[src/rtl/aes_pkg.sv]
// Shared types and sizes for the AES byte framer.
// Block geometry and framer state encoding.
package aes_pkg;

    localparam int BLOCK_BYTES = 16;
    localparam int BLOCK_W     = 128;
    localparam int BYTE_W      = 8;

    typedef enum logic [1:0] {
        ST_COLLECT,
        ST_FIRE,
        ST_WAIT,
        ST_DRAIN
    } state_t;

endpackage

[src/rtl/aes_byte_serializer.sv]
// Turns a 128-bit block into 16 big-endian bytes
// over a valid/ready stream, flagging the last byte.
module aes_byte_serializer
    import aes_pkg::*;
(
    input  logic               clk,
    input  logic               rst_n,
    input  logic               i_load,
    input  logic [BLOCK_W-1:0] i_data,
    output logic [BYTE_W-1:0]  o_byte,
    output logic               o_valid,
    input  logic               i_ready,
    output logic               o_last,
    output logic               o_done
);

    logic [BLOCK_W-1:0] r_data;
    logic [3:0]         r_idx;
    logic               r_valid;
    logic               w_last;

    assign w_last  = (r_idx == 4'(BLOCK_BYTES - 1));
    assign o_valid = r_valid;
    assign o_last  = r_valid & w_last;
    assign o_done  = r_valid & i_ready & w_last;
    assign o_byte  = r_data[(BLOCK_W - 1) - BYTE_W * int'(r_idx) -: BYTE_W];

    // Hold the block; step the byte index on each accepted byte.
    always_ff @(posedge clk or negedge rst_n) begin
        if (!rst_n) begin
            r_data  <= '0;
            r_idx   <= '0;
            r_valid <= 1'b0;
        end else if (i_load) begin
            r_data  <= i_data;
            r_idx   <= '0;
            r_valid <= 1'b1;
        end else if (r_valid && i_ready) begin
            if (w_last) begin
                r_idx   <= '0;
                r_valid <= 1'b0;
            end else begin
                r_idx <= r_idx + 4'd1;
            end
        end
    end

endmodule

[src/rtl/aes_byte_framer.sv]
// Byte-stream framer around a 128-bit AES decryptor:
// collects key/ciphertext blocks, fires, waits, drains plaintext.
module aes_byte_framer
    import aes_pkg::*;
#(
    parameter int TIMEOUT_CYCLES = 2048
) (
    input  logic               clk,
    input  logic               rst_n,
    input  logic [BYTE_W-1:0]  in_byte,
    input  logic               in_valid,
    input  logic               in_is_key,
    output logic               in_ready,
    output logic               aes_start,
    output logic [BLOCK_W-1:0] aes_key,
    output logic [BLOCK_W-1:0] aes_ciphertext,
    input  logic               aes_valid,
    input  logic [BLOCK_W-1:0] aes_plaintext,
    output logic [BYTE_W-1:0]  out_byte,
    output logic               out_valid,
    input  logic               out_ready,
    output logic               out_last,
    output logic               busy,
    output logic               err_nokey,
    output logic               err_timeout
);

    localparam int CNT_W = $clog2(TIMEOUT_CYCLES + 1);

    state_t             r_state;
    state_t             w_next;
    logic [3:0]         r_idx;
    logic               r_is_key;
    logic               r_key_loaded;
    logic [BLOCK_W-1:0] r_buf;
    logic [CNT_W-1:0]   r_cnt;
    logic               r_nokey;
    logic               r_tmo;

    logic               w_acc;
    logic               w_switch;
    logic [3:0]         w_pos;
    logic               w_type;
    logic               w_full;
    logic [BLOCK_W-1:0] w_blk;
    logic               w_load;
    logic               w_tmo;
    logic               w_done;

    assign in_ready    = rst_n & (r_state == ST_COLLECT);
    assign busy        = (r_state != ST_COLLECT);
    assign aes_start   = (r_state == ST_FIRE);
    assign err_nokey   = r_nokey;
    assign err_timeout = r_tmo;

    // A type change mid-block restarts the block at index 0.
    assign w_acc    = in_valid & in_ready;
    assign w_switch = (r_idx != 4'd0) && (in_is_key != r_is_key);
    assign w_pos    = w_switch ? 4'd0 : r_idx;
    assign w_type   = (w_pos == 4'd0) ? in_is_key : r_is_key;
    assign w_full   = (w_pos == 4'(BLOCK_BYTES - 1));

    // Block buffer with the incoming byte merged in, big-endian.
    always_comb begin
        w_blk = r_buf;
        w_blk[(BLOCK_W - 1) - BYTE_W * int'(w_pos) -: BYTE_W] = in_byte;
    end

    // State register.
    always_ff @(posedge clk or negedge rst_n) begin
        if (!rst_n) r_state <= ST_COLLECT;
        else        r_state <= w_next;
    end

    // Next-state and serializer load/timeout strobes.
    always_comb begin
        w_next = r_state;
        w_load = 1'b0;
        w_tmo  = 1'b0;
        unique case (r_state)
            ST_COLLECT: begin
                if (w_acc && w_full && !w_type && r_key_loaded)
                    w_next = ST_FIRE;
            end
            ST_FIRE: w_next = ST_WAIT;
            ST_WAIT: begin
                if (aes_valid) begin
                    w_load = 1'b1;
                    w_next = ST_DRAIN;
                end else if (r_cnt == CNT_W'(TIMEOUT_CYCLES - 1)) begin
                    w_tmo  = 1'b1;
                    w_next = ST_COLLECT;
                end
            end
            ST_DRAIN: begin
                if (w_done) w_next = ST_COLLECT;
            end
            default: w_next = ST_COLLECT;
        endcase
    end

    // Byte collection, key/ciphertext registers, error pulses.
    always_ff @(posedge clk or negedge rst_n) begin
        if (!rst_n) begin
            r_idx          <= '0;
            r_is_key       <= 1'b0;
            r_key_loaded   <= 1'b0;
            r_buf          <= '0;
            aes_key        <= '0;
            aes_ciphertext <= '0;
            r_nokey        <= 1'b0;
            r_tmo          <= 1'b0;
        end else begin
            r_nokey <= 1'b0;
            r_tmo   <= w_tmo;
            if (w_acc) begin
                r_buf    <= w_blk;
                r_is_key <= w_type;
                r_idx    <= w_full ? 4'd0 : w_pos + 4'd1;
                if (w_full) begin
                    if (w_type) begin
                        aes_key      <= w_blk;
                        r_key_loaded <= 1'b1;
                    end else if (r_key_loaded) begin
                        aes_ciphertext <= w_blk;
                    end else begin
                        r_nokey <= 1'b1;
                    end
                end
            end
        end
    end

    // Wait-cycle counter, live only in WAIT.
    always_ff @(posedge clk or negedge rst_n) begin
        if (!rst_n)                r_cnt <= '0;
        else if (r_state == ST_WAIT) r_cnt <= r_cnt + CNT_W'(1);
        else                       r_cnt <= '0;
    end

    aes_byte_serializer u_ser (
        .clk     (clk),
        .rst_n   (rst_n),
        .i_load  (w_load),
        .i_data  (aes_plaintext),
        .o_byte  (out_byte),
        .o_valid (out_valid),
        .i_ready (out_ready),
        .o_last  (out_last),
        .o_done  (w_done)
    );

endmodule

[config.mk]
export PLATFORM = sky130hd
export DESIGN_NAME = aes_byte_framer
export DESIGN_NICKNAME = d
export VERILOG_FILES = /design/src/rtl/aes_pkg.sv /design/src/rtl/aes_byte_serializer.sv /design/src/rtl/aes_byte_framer.sv
export SDC_FILE = /design/constraint.sdc
export NUM_CORES = 1
export LEC_CHECK = 0
export ABC_CLOCK_PERIOD_IN_PS = 8800
export CAP_MARGIN = 40
export CORE_MARGIN = 10
export CORE_UTILIZATION = 46
export CTS_BUF_LIST = sky130_fd_sc_hd__clkbuf_8
export DETAILED_ROUTE_END_ITERATION = 16
export HOLD_SLACK_MARGIN = 0.12
export PLACE_DENSITY = 0.67
export RECOVER_POWER = 50
export SYNTH_ARGS = -nofsm -noshare
export SYNTH_HDL_FRONTEND = slang
export SYNTH_SLANG_ARGS = --single-unit
[constraint.sdc]
create_clock -name clk -period 8.8 [get_ports clk]
set_input_delay 2.2 -clock clk [delete_from_list [all_inputs] [get_ports clk]]
set_output_delay 2.2 -clock clk [all_outputs]
set_load 0.05 [all_outputs]
==> results of run 1 <==
==> layout by cell type (no fill, tap or decap), types with 4 or more instances in the layout <==
cell,instances
nor2b_1,7
nor3_1,15
clkdlybuf4s50_1,318
and4_1,4
diode_2,6
nor3_2,4
and2_1,11
a22o_1,90
nand2_1,413
a32o_1,16
o21ai_0,8
inv_1,45
mux2_2,411
a21oi_1,7
ha_1,8
dfrtp_1,537
nand3_1,15
dlygate4sd3_1,93
clkbuf_8,118
buf_4,15
and3_1,22
buf_8,5
mux4_2,32
nor2_1,21
clkinv_2,10
xnor2_1,6
a22oi_1,16
nor4_1,9
==> state kept, by name, indices dropped and copies added (netlist names) <==
register / cells
aes_ciphertext: 128
aes_key: 128
r_buf: 128
u_ser.r_data: 128
r_cnt: 12
r_idx: 4
u_ser.r_idx: 4
r_state: 2
err_nokey: 1
err_timeout: 1
r_is_key: 1
r_key_loaded: 1
u_ser.o_valid: 1
==> cell families after synthesis <==
logic type,after synthesis,share of synthesized area
multiplexers,443,0.2295
adder cells (fa/ha/maj),8,0.004294
flip-flops,539,0.5786
AND/OR/NAND/NOR,548,0.1023
XOR/XNOR,11,0.004456
AO/OA/AOI/OAI,146,0.05217
buffers and inverters,142,0.02872
==> power by group through the flow <==
| stage | clock network, mW | logic (mW) | registers (mW) |
|---|---|---|---|
| 6_report | 2.27 | 0.895 | 2.69 |
| 5_1_grt | 2.44 | 0.977 | 2.70 |
| 4_1_cts | 2.33 | 0.901 | 2.69 |
| 3_5_place_dp | 0 | 0.897 | 2.73 |
| 3_3_place_gp | 0 | 0.850 | 2.74 |
| 2_1_floorplan | 0 | 0.623 | 2.67 |
==> worst reg2reg max path, delay by kind of cell (launching register included) <==
family | cells | cell delay (ps)
AO/OA/AOI/OAI | 1 | 370
AND/OR/NAND/NOR | 2 | 1150
buffers and inverters | 1 | 2760
flip-flops | 1 | 440
==> stage by stage <==
stage	total power [mW]	util
after floorplan	3.289	-
after global placement	3.588	0.5561
after detailed placement	3.626	0.5585
after CTS	5.911	0.5956
after global routing	6.115	0.5949
final	5.857	0.5950
==> final cells by class <==
cell class | instances | area, um2
Antenna cell | 6 | 15.01
Clock buffer | 118 | 1624
Clock inverter | 44 | 239.0
Fill cell | 4077 | 20320
Inverter | 16 | 60.06
Multi-Input combinational cell | 1156 | 9189
Sequential cell | 539 | 13490
Tap cell | 672 | 840.8
Timing Repair Buffer | 439 | 4392
==> per-layer routing <==
metal,global-route usage,wire length [um]
met1,0.2888,28730
met2,0.3500,31990
met3,0.06494,4610
met4,0.07379,1823
met5,0,23
==> final timing paths <==
check                           slack, ps                              end                    from  depth (start not counted)
max in group asynchronous            2550             r_idx[2]$_DFFE_PN0N_                   rst_n                          2
worst min register to register        460               r_cnt[0]$_DFF_PN0_      r_cnt[0]$_DFF_PN0_                          1
min in group asynchronous            1580  aes_ciphertext[117]$_DFFE_PN0P_                   rst_n                          1
worst max register to register       3760        u_ser.o_valid$_DFFE_PN0P_  r_state[1]$_DFFE_PN0P_                          4
worst max-delay path                 2200           r_buf[109]$_DFFE_PN0N_                   rst_n                          5
worst min-delay path                  460               r_cnt[0]$_DFF_PN0_      r_cnt[0]$_DFF_PN0_                          1
==> qor.yml, run 1 <==
failed_checks: "capacitance limit, slew limit"
detail_route.iter0.violations: 853
yosys-top-cells-count: "dfrtp_1, nand2_1, mux2_2"
final_max_slew_viol_count: 366
grt_pass1_vias: 17140
postCtsSetupBuffers: 0
ant_nets: 0
overflow: 0
via_per_inst: 5.356
syn_area_um2: 23310
status: "finished with violations"
synth_most_common_cell: "dfrtp_1"
period_needed_ps: 6598
post-route-drc-count: 0
post_cts_resized: 0
synth_seq_cells: 539
fin_worst_skew_ps: 25.89
synth_top_area_cell: "dfrtp_1"
pre_cts_ws_ps: 2609
crit_required_ps: 9340
fp-row-count: 82
synth.top_cell.area_share: 0.5786
crit_path_end_kind: "flop"
power.switching_mw: 1.675
die_w_um: 245.1
design_area_um2: 29850
synth_edf_count: 0
power_frac_clock: 0.388
syn2layout_area_growth_pct: 28.06
start_kind: "input pin"
numPlacedInstances: 2822
gp_congestion: 0.8455
synth_area_leaders: "dfrtp_1, mux2_2, nand2_1, a22o_1, mux4_2"
finalSetupViolCount: 0
avgRoutedWirePerCell_um: 22.47
avgSynthCellArea_um2: 12.69
clk_latency_ps: 670
place_area_um2: 28020
cts_buffers: 90
synth_seq_area_share: 0.5786
hold_ws_ps: 464.1
ys.flop_type: "dfrtp_1"
max_stage_delay_ps: 2270
grt_pass1_wl_um: 104000
maxCapViolations: 4
power.density_nw_per_um2: 196.2
worst_slew_pin_slew_ps: 4063
leakage_nw: 15.01
criticalPathCategory: "input pin to flop"
cts_sinks: 539
crit_path_max_fanout: 109
cts_root_buf: "clkbuf_8"
holdBufCountCts: 0
vias: 16010
seqPwrFrac: 0.459
crit_buf_inv: 2
slowest_stage: "clkbuf_1"
final_cells: 2990
drt-total-wl_um: 67180
path_cells: "buf_8 > nor4bb_1 > clkbuf_1 > nand3_1 > a22o_1"
rsz0062_at_grt: "false"
path_clk_slew_ps: 60
die_area_um2: 60080
fin_nets: 2392
yosys_warnings: 0
firstDrtPassIters: 4
synth_cells: 1837
switching_share: 0.2860
core-area_um2: 50170
portBuffers: 412
cpLargestDelayFamily: "buffers and inverters"
hold_viol: 0
grt_max_degree: 187
synth.distinct_cells: 51
peakVddDrop_v: 0.0001113
io_pins: 413
combPwrFrac: 0.153
max_slew_margin: -1.708
drive_gt1_frac: 0.2708
hpwl_um: 46770
p_int_mw: 4.181
ctsLongestPathBuffers: 3
cts_tree: "yes"
final.setup.tns_ps: 0
hp-class: "flop to flop"
track_usage: 0.2218
max_freq_ghz: 0.1516
async_reset_ff_frac: 1.000
finalWorstSetupSlack_ps: 2202
die_height_um: 245.1
antenna_found_initial: 9
arrival_ps: 7140
ctsHtreeMaxLevel: 3
synth_nets: 1987
start_util: 0.4646
fin_crit_sh: 0.7498
Power figures use the tool's default switching activity.
==> run 2: changes to the inputs <==
ABC_CLOCK_PERIOD_IN_PS = 6100   (was 8800)
clock period = 6.1 ns   (was 8.8 ns; I/O delays follow)
==> run 2 against run 1 <==
The run still ends with capacitance limit, slew limit left. Critical path depth is the same. Sequential power rose by 44%. Total power up 46%. Clock-buffer cell count down 2. Wire length increased by 0.84%. Clock skew increased by 9.7 ps. Utilization up 0.51 points. Cell area increased by 0.86%. Via count up 0.89%. Clock power grew 50%. Critical endpoint is now out_byte[6]. Largest cell class unchanged. Highest routed layer is now met4.
==> qor.yml, run 2 (synthesis gave the netlist of run 1 again) <==
status: "finished with violations"
failed_checks: "capacitance limit, slew limit"
die_area_um2: 60080  # unchanged
start_util: 0.4646  # unchanged
grt_max_degree: 181  # -3.2%
grt_pass1_vias: 17260  # +0.71%
post_cts_resized: 0  # unchanged
crit_required_ps: 4580  # -4760 ps
finalSetupViolCount: 0  # unchanged
power.switching_mw: 2.460  # +47%
path_clk_slew_ps: 60  # about the same
core-area_um2: 50170  # unchanged
hp-class: "flop to flop"
maxCapViolations: 3  # -1
final_cell_mix: "dfrtp_1, nand2_1, mux2_2, clkdlybuf4s50_1, clkbuf_8"
cts_tree: "yes"
vias: 16160  # +0.89%
syn2layout_area_growth_pct: 29.16
arrival_ps: 3540  # -3600 ps
combPwrFrac: 0.152  # about the same
gp_congestion: 0.8420  # -0.41%
fin_nets: 2403  # +0.46%
switching_share: 0.2868  # +0.0007969
postCtsSetupBuffers: 0  # unchanged
io_pins: 413  # unchanged
antenna_found_initial: 3  # -6
start_kind: "flop"
hpwl_um: 47720  # +2.0%
final_cells: 3002  # +0.40%
p_int_mw: 6.118  # +46%
cp-startpoint: "u_ser.r_idx[0]$_DFFE_PN0P_"
power_frac_clock: 0.396  # +0.008
hold_viol: 0  # unchanged
cts_buffers: 92  # +2.2%
fin_crit_sh: 0.8307
holdBufCountCts: 0  # unchanged
criticalPathCategory: "flop to output port"
via_per_inst: 5.381  # +0.48%
drt-total-wl_um: 67740  # +0.84%
portBuffers: 412  # unchanged
ant_nets: 0  # unchanged
overflow: 0  # unchanged
drive_gt1_frac: 0.2744  # +0.003647
max_freq_ghz: 0.1973
crit_path_end_kind: "output port"
crit_path_max_fanout: 22  # -80%
cts_root_buf: "clkbuf_8"
min_from: "u_ser.r_data[69]$_DFFE_PN0P_"
ctsLongestPathBuffers: 3  # unchanged
worst_slew_pin_slew_ps: 3625  # -437.8 ps
clk_latency_ps: 680  # about the same
post-route-drc-count: 0  # unchanged
die_w_um: 245.1  # unchanged
fp-row-count: 82  # unchanged
hold_ws_ps: 470.7  # +6.563 ps
grt_pass1_wl_um: 104600  # +0.60%
detail_route.iter0.violations: 1030  # +21%
power.density_nw_per_um2: 284.9  # +45%
peakVddDrop_v: 0.0001728  # +55%
numPlacedInstances: 2831  # +0.32%
avgRoutedWirePerCell_um: 22.56  # +0.44%
seqPwrFrac: 0.452  # -0.007
r2r-start: "r_state[1]$_DFFE_PN0P_"
final.setup.tns_ps: 0  # unchanged
fill_cells: 3985  # -2.3%
leakage_nw: 14.79  # -1.4%
layout_commonest_cell: "dfrtp_1"
cts_sinks: 539  # unchanged
die_height_um: 245.1  # unchanged
firstDrtPassIters: 5  # +1
rsz0062_at_grt: "false"
track_usage: 0.2223  # +0.0005321
ctsHtreeMaxLevel: 3  # unchanged
period_needed_ps: 5067
final_max_slew_viol_count: 190  # -48%
fin_worst_skew_ps: 35.60  # +9.706 ps
max_slew_margin: -1.417  # +0.2918
==> run 2: changes by cell type in the layout (fill, tap and decap cells not counted), sizes merged <==
cell	before	now
clkdlybuf4s50	318	410
clkinv	10	12
bufinv	2	4
dlygate4sd3	93	1
inv	47	49
diode	6	5
buf	25	31
clkbuf	121	122
==> run 2: per-layer routing <==
metal / GRT usage / routed length, um / vias to the layer above
met4: 0.07671 / 1955 / 0
met5: 0 / 0 / -
met3: 0.07179 / 5470 / 130
met1: 0.2839 / 28290 / 8222
met2: 0.3510 / 32020 / 527
li1: - / - / 7276
==> run 2: worst paths after layout <==
path / end / slack (ps) / cells past startpoint
hold reg to reg: u_ser.r_data[69]$_DFFE_PN0P_ / 470 / 2
max in group asynchronous: r_buf[18]$_DFFE_PN0N_ / 1180 / 5
setup / recovery: out_byte[6] / 1030 / 5
setup reg to reg: u_ser.r_data[104]$_DFFE_PN0P_ / 1690 / 5
hold / removal: u_ser.r_data[69]$_DFFE_PN0P_ / 470 / 2
min in group asynchronous: r_buf[109]$_DFFE_PN0N_ / 750 / 1
==> run 2: critical path: stages, from the launching register on <==
cell	delay [ps]
dfrtp_2	870
buf_4	350
mux4_2	550
a22oi_1	290
nand2_1	80
clkdlybuf4s50_1	730
==> run 2: power groups by stage <==
stage	logic [mW]	clock network, mW	registers, mW
final	1.30	3.40	3.88
after global routing	1.41	3.64	3.90
after floorplan	0.898	0	3.85
after global placement	1.23	0	3.95
after detailed placement	1.30	0	3.94
after CTS	1.30	3.49	3.88
==> run 2: cell type report <==
type,instances,area [um2],share of cell area
flip-flops and latches,539,13490,0.4481
multi-input cells,1156,9204,0.3057
repair buffers,448,4556,0.1513
clock buffers,116,1597,0.05303
well taps,672,840.8,0.02793
clock inverters,50,347.8,0.01155
inverters,16,60.06,0.001995
diodes,5,12.51,0.0004156
==> run 2: per-stage QoR <==
step	worst slack [ps]	power, mW	utilization	instance area (um2)
global placement	1297	5.187	0.5571	27950
floorplan	2220	4.745	-	23310
detailed placement	1110	5.238	0.5625	28220
finish	1033	8.578	0.6001	30110
CTS	910.6	8.667	0.6013	30170
global route	447.6	8.948	0.6000	30100
